`src/rtl/ps2_mouse_cursor.sv`:
```
// PS/2 relative motion to absolute, screen-clamped cursor position.
// Also produces tile coordinates, click pulses, link status and overrun.
module ps2_mouse_cursor #(
  parameter int H_MAX      = 639,
  parameter int V_MAX      = 479,
  parameter int X_INIT     = 320,
  parameter int Y_INIT     = 240,
  parameter int TILE_SHIFT = 5
) (
  input  logic                  sys_clk,
  input  logic                  reset_n,
  input  logic                  data_ready,
  input  logic [8:0]            x_increment,
  input  logic [8:0]            y_increment,
  input  logic                  left_button,
  input  logic                  right_button,
  input  logic                  error_no_ack,
  output logic [9:0]            cursor_x,
  output logic [9:0]            cursor_y,
  output logic [9-TILE_SHIFT:0] tile_col,
  output logic [9-TILE_SHIFT:0] tile_row,
  output logic                  left_click,
  output logic                  right_click,
  output logic                  moved,
  output logic                  link_ok,
  output logic                  overrun
);

  localparam int TW = 10 - TILE_SHIFT;
  localparam logic [9:0] XI = 10'(X_INIT);
  localparam logic [9:0] YI = 10'(Y_INIT);
  localparam logic signed [11:0] HM = 12'(H_MAX);
  localparam logic signed [11:0] VM = 12'(V_MAX);

  typedef enum logic [1:0] {
    IDLE,
    CALC,
    COMMIT
  } state_e;

  state_e             state_q;
  logic [8:0]         dx_q, dy_q;
  logic               lb_q, rb_q;
  logic               lbp_q, rbp_q;
  logic signed [11:0] nx_q, ny_q;
  logic [9:0]         cx_q, cy_q;
  logic [9:0]         cx_d, cy_d;
  logic [TW-1:0]      tc_q, tr_q;
  logic               lclk_q, rclk_q;
  logic               moved_q, link_q, ovr_q;

  // Saturate the signed sums into the visible screen area.
  always_comb begin
    cx_d = nx_q[9:0];
    cy_d = ny_q[9:0];
    if (nx_q < 12'sd0)   cx_d = '0;
    else if (nx_q > HM)  cx_d = HM[9:0];
    if (ny_q < 12'sd0)   cy_d = '0;
    else if (ny_q > VM)  cy_d = VM[9:0];
  end

  always_ff @(posedge sys_clk or negedge reset_n) begin
    if (!reset_n) begin
      state_q <= IDLE;
      dx_q    <= '0;
      dy_q    <= '0;
      lb_q    <= 1'b0;
      rb_q    <= 1'b0;
      lbp_q   <= 1'b0;
      rbp_q   <= 1'b0;
      nx_q    <= '0;
      ny_q    <= '0;
      cx_q    <= XI;
      cy_q    <= YI;
      tc_q    <= XI[9:TILE_SHIFT];
      tr_q    <= YI[9:TILE_SHIFT];
      lclk_q  <= 1'b0;
      rclk_q  <= 1'b0;
      moved_q <= 1'b0;
      link_q  <= 1'b0;
      ovr_q   <= 1'b0;
    end else begin
      link_q  <= ~error_no_ack;
      lclk_q  <= 1'b0;
      rclk_q  <= 1'b0;
      moved_q <= 1'b0;
      unique case (state_q)
        IDLE: begin
          if (data_ready && !error_no_ack) begin
            dx_q    <= x_increment;
            dy_q    <= y_increment;
            lb_q    <= left_button;
            rb_q    <= right_button;
            state_q <= CALC;
          end
        end
        CALC: begin
          if (data_ready) ovr_q <= 1'b1;
          nx_q    <= {2'b00, cx_q} + {{3{dx_q[8]}}, dx_q};
          ny_q    <= {2'b00, cy_q} - {{3{dy_q[8]}}, dy_q};
          state_q <= COMMIT;
        end
        COMMIT: begin
          if (data_ready) ovr_q <= 1'b1;
          cx_q    <= cx_d;
          cy_q    <= cy_d;
          tc_q    <= cx_d[9:TILE_SHIFT];
          tr_q    <= cy_d[9:TILE_SHIFT];
          moved_q <= (cx_d != cx_q) || (cy_d != cy_q);
          lclk_q  <= lb_q & ~lbp_q;
          rclk_q  <= rb_q & ~rbp_q;
          lbp_q   <= lb_q;
          rbp_q   <= rb_q;
          state_q <= IDLE;
        end
        default: state_q <= IDLE;
      endcase
    end
  end

  assign cursor_x    = cx_q;
  assign cursor_y    = cy_q;
  assign tile_col    = tc_q;
  assign tile_row    = tr_q;
  assign left_click  = lclk_q;
  assign right_click = rclk_q;
  assign moved       = moved_q;
  assign link_ok     = link_q;
  assign overrun     = ovr_q;

endmodule

```
`config.mk`:
```
export PLATFORM = sky130hd
export DESIGN_NAME = ps2_mouse_cursor
export DESIGN_NICKNAME = d
export VERILOG_FILES = /design/src/rtl/ps2_mouse_cursor.sv
export SDC_FILE = /design/constraint.sdc
export NUM_CORES = 1
export LEC_CHECK = 0
export CAP_MARGIN = 20
export CORE_MARGIN = 2
export CORE_UTILIZATION = 50
export CTS_BUF_LIST = sky130_fd_sc_hd__clkbuf_16
export CTS_CLUSTER_SIZE = 28
export DETAILED_ROUTE_END_ITERATION = 6
export PLACE_DENSITY_LB_ADDON = 0.3
export SLEW_MARGIN = 20
export SYNTH_ARGS = -nofsm -noshare
export SYNTH_HDL_FRONTEND = slang
export SYNTH_SLANG_ARGS = --single-unit
```
`constraint.sdc`:
```
create_clock -name sys_clk -period 5.6 [get_ports sys_clk]
set_input_delay 1.12 -clock sys_clk [delete_from_list [all_inputs] [get_ports sys_clk]]
set_output_delay 1.12 -clock sys_clk [all_outputs]
set_load 0.05 [all_outputs]
```
# After elaboration in Yosys (flattened, before gate mapping)
# Cells that the tools add are included.
# totals
register_bits	83
inputBits	24
out_inout_bits	35
wordCells	50
# op_classes
add_sub_neg	2
order_cmp	4
eq_ne	5
n_mux	9
bitwise_logic	5
n_reduce_logical	7
# op_table
cell	n
10-bit 2-to-1 mux	4
12-bit by 1-bit < comparator with 1-bit output, second input constant	2
10-bit != test	2
11-bit by 9-bit adder with 12-bit output	1
12-bit by 10-bit > comparator with 1-bit output, second input constant	1
12-bit by 11-bit > comparator with 1-bit output, second input constant	1
11-bit by 9-bit subtractor with 12-bit output	1
2-bit case mux with 2 select lines	1
2-bit AND reduction	2
1-bit 2-to-1 mux	3
1-bit inverter	3
1-bit bitwise AND	2
2-bit by 1-bit equality test with 1-bit output, second input constant	1
2-bit equality test, second input constant	1
2-bit zero test	1
2-bit 2-to-1 mux	1
2-bit != test, second input constant	1
2-bit OR reduction	1
1-bit logical AND	1
1-bit zero test	1
1-bit logical OR	1

# Depth between registers and ports, before layout
# logic_depth
word_depth	6
mapped_depth	9
ltp_nobuf	9

# Worst setup path before layout
# OpenSTA, ideal clock, no wires.
# synth_timing
path_kind	register -> register
start	register cy_q[0] (netlist: cursor_y[0])
end	register ny_q[10]
setup_ns	0.070
t_arrival_ns	2.468
required_time_ns	5.530
slack_ns	3.062
stages_incl_launch_ff	10
path_buffers	0
period_less_slack_ns	2.538
cell_sequence	dfrtp_1 -> inv_1 -> ha_1 -> fa_1 -> nand2b_1 -> a21oi_1 -> o31a_1 -> o211ai_1 -> a2111oi_0 -> nand3b_1
# synth_between
elab_chain_len	1
# synth_rtl
element	line	source
start, declared	46	logic [9:0] cx_q, cy_q;
start signal, assigned	106	cy_q <= cy_d;
11-bit by 9-bit subtractor with 12-bit output	100	ny_q <= {2'b00, cy_q} - {{3{dy_q[8]}}, dy_q};
end signal, assigned	100	
end, declared	45	logic signed [11:0] nx_q, ny_q;
# No other way between the ends.
# A chain may end at the register's enable or synchronous reset.

# Worst setup path after layout
# layout_timing
start	register cy_q[7] (netlist: cursor_y[7])
end	output cursor_y[7]
# layout_lines
element	line	source
end, declared	19	output logic [9:0] cursor_y,
# No word-level cell between the ends.

==> run_results.csv <==
group,metric,value,unit
setup_path,startpoint_type,"register",
grt,grt_pass1_wl,17.42,mm
synthesis,netlist_instances,438,
setup_path,max_stage_delay,0.83,ns
setup_path,crit_family,"buffers and inverters",
floorplan,core_area,0.008299,mm²
setup_path,path_buf_inv,1,
setup_path,cp.arrival,1.77,ns
worst_hold_path,holdPathStages,1,
synthesis,avgSynthCellArea,9.844,µm²
clock_network,cts_tree,"built",
sta,fin_crit_sh,51.66,%
drt,antenna_left,0,
drt,viasPerCell,6.057,
clock_network,clk_latency,0.34,ns
drt,drtIter0Drc,214,
final_layout,syn_to_final_growth,21.53,%
grt,grt-ovfl-total,0,
sta,rsz0062_at_grt,"no",
sta,final-hold-violation-count,0,
synthesis,synth_nets,490,
sta,fin_tns_setup,0,ns
clock_network,cts_max_level,3,
setup_path,cp_cell_sequence,"clkdlybuf4s50_1",
setup_path,path_class,"reg2out",
sta,maxSlewHeadroom,30.06,%
setup_path,required,4.48,ns
final_layout,nets,537,
sta,timing.fmax,345.7,MHz
synthesis,synth-edff-count,0,
setup_path,cp_max_fo,7,
sta,period_minus_slack,2.893,ns
sta,drv_slew,0,
clock_network,cts_root_buf,"clkbuf_16",
drt,vias,3604,
synthesis,synth-async-reset-ratio,100.0,%
drt,firstDrtPassIters,5,
grt,grt_use_total,22.75,%
placement,gp_congestion,0.8799,
setup_path,cpMaxStageDelayCell,"clkdlybuf4s50_1",
floorplan,ios,59,
placement,hpwl,7.286,mm
setup_path,worst-r2r-setup-slack,2.95,ns
floorplan,die_area,0.009382,mm²
placement,port_buffers,58,
clock_network,cts.clk_slew.worst_paths,0.06,ns
clock_network,cts_resized,0,
worst_hold_path,hold_end,"right_click",
final_layout,n_antenna_cell,0,
clock_network,clockBufferDepth,2,
synthesis,synth_seq_area_share,42.54,%
clock_network,clock-sinks,73,
clock_network,cts-buffers-inserted,9,
synthesis,ys_types,62,
sta,fin_skew,0.008659,ns
worst_hold_path,hold_start,"rbp_q",
floorplan,die_h,96.86,µm
grt,grt_max_degree,44,
flow_run,max_cap_violations,0,
clock_network,postCtsSetupBuffers,0,
floorplan,row_count,33,
sta,tightest_slew,1.049,ns
clock_network,cts_hold_buf,0,
drt,postRouteWirelength,10.44,mm
synthesis,ys.flop_type,"dfrtp_1",
synthesis,yosys_warnings,0,
floorplan,die_w,96.86,µm
sta,setup_violations,0,
drt,post_drt_wl_per_cell,17.54,µm
setup_path,crit_cells,1,
synthesis,ys_seq_elements,73,
outcome,status,"completed",
drt,drc,0,
synthesis,syn_area,0.004312,mm²
worst_hold_path,min_path_type,"reg2reg",
setup_path,timing.rr.start,"state_q[1]",
grt,grt_antenna_before_repair,0,
setup_path,crit_path_end_kind,"primary output",
grt,grt_pass1_vias,3661,
final_layout,stdcell_count,595,
placement,dp_cells,579,
floorplan,start_util,51.95,%
setup_path,reg2regPathDepth,7,
setup_path,reg2reg_to,"nx_q[10]",
final_layout,drive_gt1_share,11.84,%
-- Yosys cell counts, types with 2 or more instances --
cell type  count  area (µm²)
dfrtp_1       67        1677
a31oi_1        4       25.02
or3_1          4       25.02
o21a_1        10       75.07
o31a_1         3       26.28
nor3_1         9       45.04
mux2_2        28       315.3
and3_1         2       12.51
nor4bb_1       2       20.02
buf_4         10       75.07
buf_1          2       7.510
a211o_1        2       17.52
ha_1          26       325.3
nor3b_1        5       37.54
a211oi_1       7       52.55
o22ai_1        9       56.30
nor4_1         5       31.28
a2111oi_0      3       26.28
a22oi_1        2       15.01
nand3_1        8       40.04
fa_1           2       40.04
nand4_1        4       25.02
clkbuf_1      12       45.04
o21ai_0       18       90.09
xnor2_1        8       70.07
o211ai_1       8       60.06
nand2_1       28       105.1
a21o_1         9       67.56
o2bb2ai_1      7       61.31
xor2_1         2       17.52
inv_1         31       116.4
dfstp_2        6       157.7
o31ai_1        4       30.03
nor2_1        35       131.4
nor2b_1        7       43.79
nand2b_1       6       37.54
inv_2          2       7.510
a21oi_1       17       85.08
-- metal layers --
layer | vias to the layer above | global-route usage, % | part of all wire [%]
li1 | 1687 | - | -
met3 | 25 | 5.202 | 5.6
met5 | - | 0 | 0
met2 | 124 | 37.34 | 48
met4 | 0 | 8.992 | 2.3
met1 | 1768 | 29.19 | 45
-- how the worst max path moves through the flow --
| stage | from | endpoint |
|---|---|---|
| finish | cursor_y[7] | cursor_y[7] |
| global route | data_ready | dy_q[0] |
| CTS | cursor_y[7] | cursor_y[7] |
| detailed placement | data_ready | dx_q[3] |
| global placement | data_ready | rb_q |
| floorplan | cursor_y[0] | ny_q[10] |
-- registers in the layout (all words and copies together), names as in the netlist --
register	cells
right_click	1
dy_q	9
lbp_q	1
cursor_y	10
state_q	2
overrun	1
cursor_x	10
link_ok	1
rbp_q	1
rb_q	1
moved	1
left_click	1
nx_q	12
dx_q	9
ny_q	12
lb_q	1
-- cells in the final DEF (no fill, tap or decap), types with 4 or more instances in the layout --
cell              n
dfrtp_1          67
clkdlybuf4s50_1  57
nor2_1           35
inv_1            31
nand2_1          28
mux2_2           28
ha_1             26
o21ai_0          18
a21oi_1          17
o21a_1           10
o22ai_1           9
nor3_1            9
a21o_1            9
clkbuf_16         9
o211ai_1          8
nand3_1           8
xnor2_1           8
a211oi_1          7
nor2b_1           7
o2bb2ai_1         7
nand2b_1          6
dfstp_2           6
nor4_1            5
nor3b_1           5
nand4_1           4
or3_1             4
a31oi_1           4
o31ai_1           4
-- metrics by stage --
| step | utilization [%] | hold slack [ns] | setup slack, ns | instance area (µm²) |
|---|---|---|---|---|
| floorplan | - | 0.4032 | 3.062 | 4312 |
| global placement | 59.11 | 0.4116 | 2.475 | 4906 |
| detailed placement | 59.11 | 0.4285 | 2.428 | 4906 |
| CTS | 63.14 | 0.4371 | 2.700 | 5240 |
| global route | 63.14 | 0.4656 | 2.659 | 5240 |
| finish | 63.14 | 0.4342 | 2.707 | 5240 |
-- area by class of cell --
type                       count  area (µm²)
clock buffer                   9       225.2
clock inverter                 7       108.9
fill                         698        3059
inverter                      33       123.9
multi-input combinational    308        2226
sequential                    73        1834
tap                          105       131.4
timing repair buffer          60       590.6
-- cells by family (layout without fill, tap and decap cells) --
family	after synthesis	after routing	synth area share (%)
compound gates	118	118	19.27
fa+ha+maj	28	28	8.474
buf+inv	57	109	5.833
simple gates	123	123	14.31
flops	73	73	42.54
mux	29	29	7.545
xor+xnor	10	10	2.031
Power is left out: the tool's default activity adds up to more than one toggle a clock period on the data nets, which glitch-free logic cannot reach.
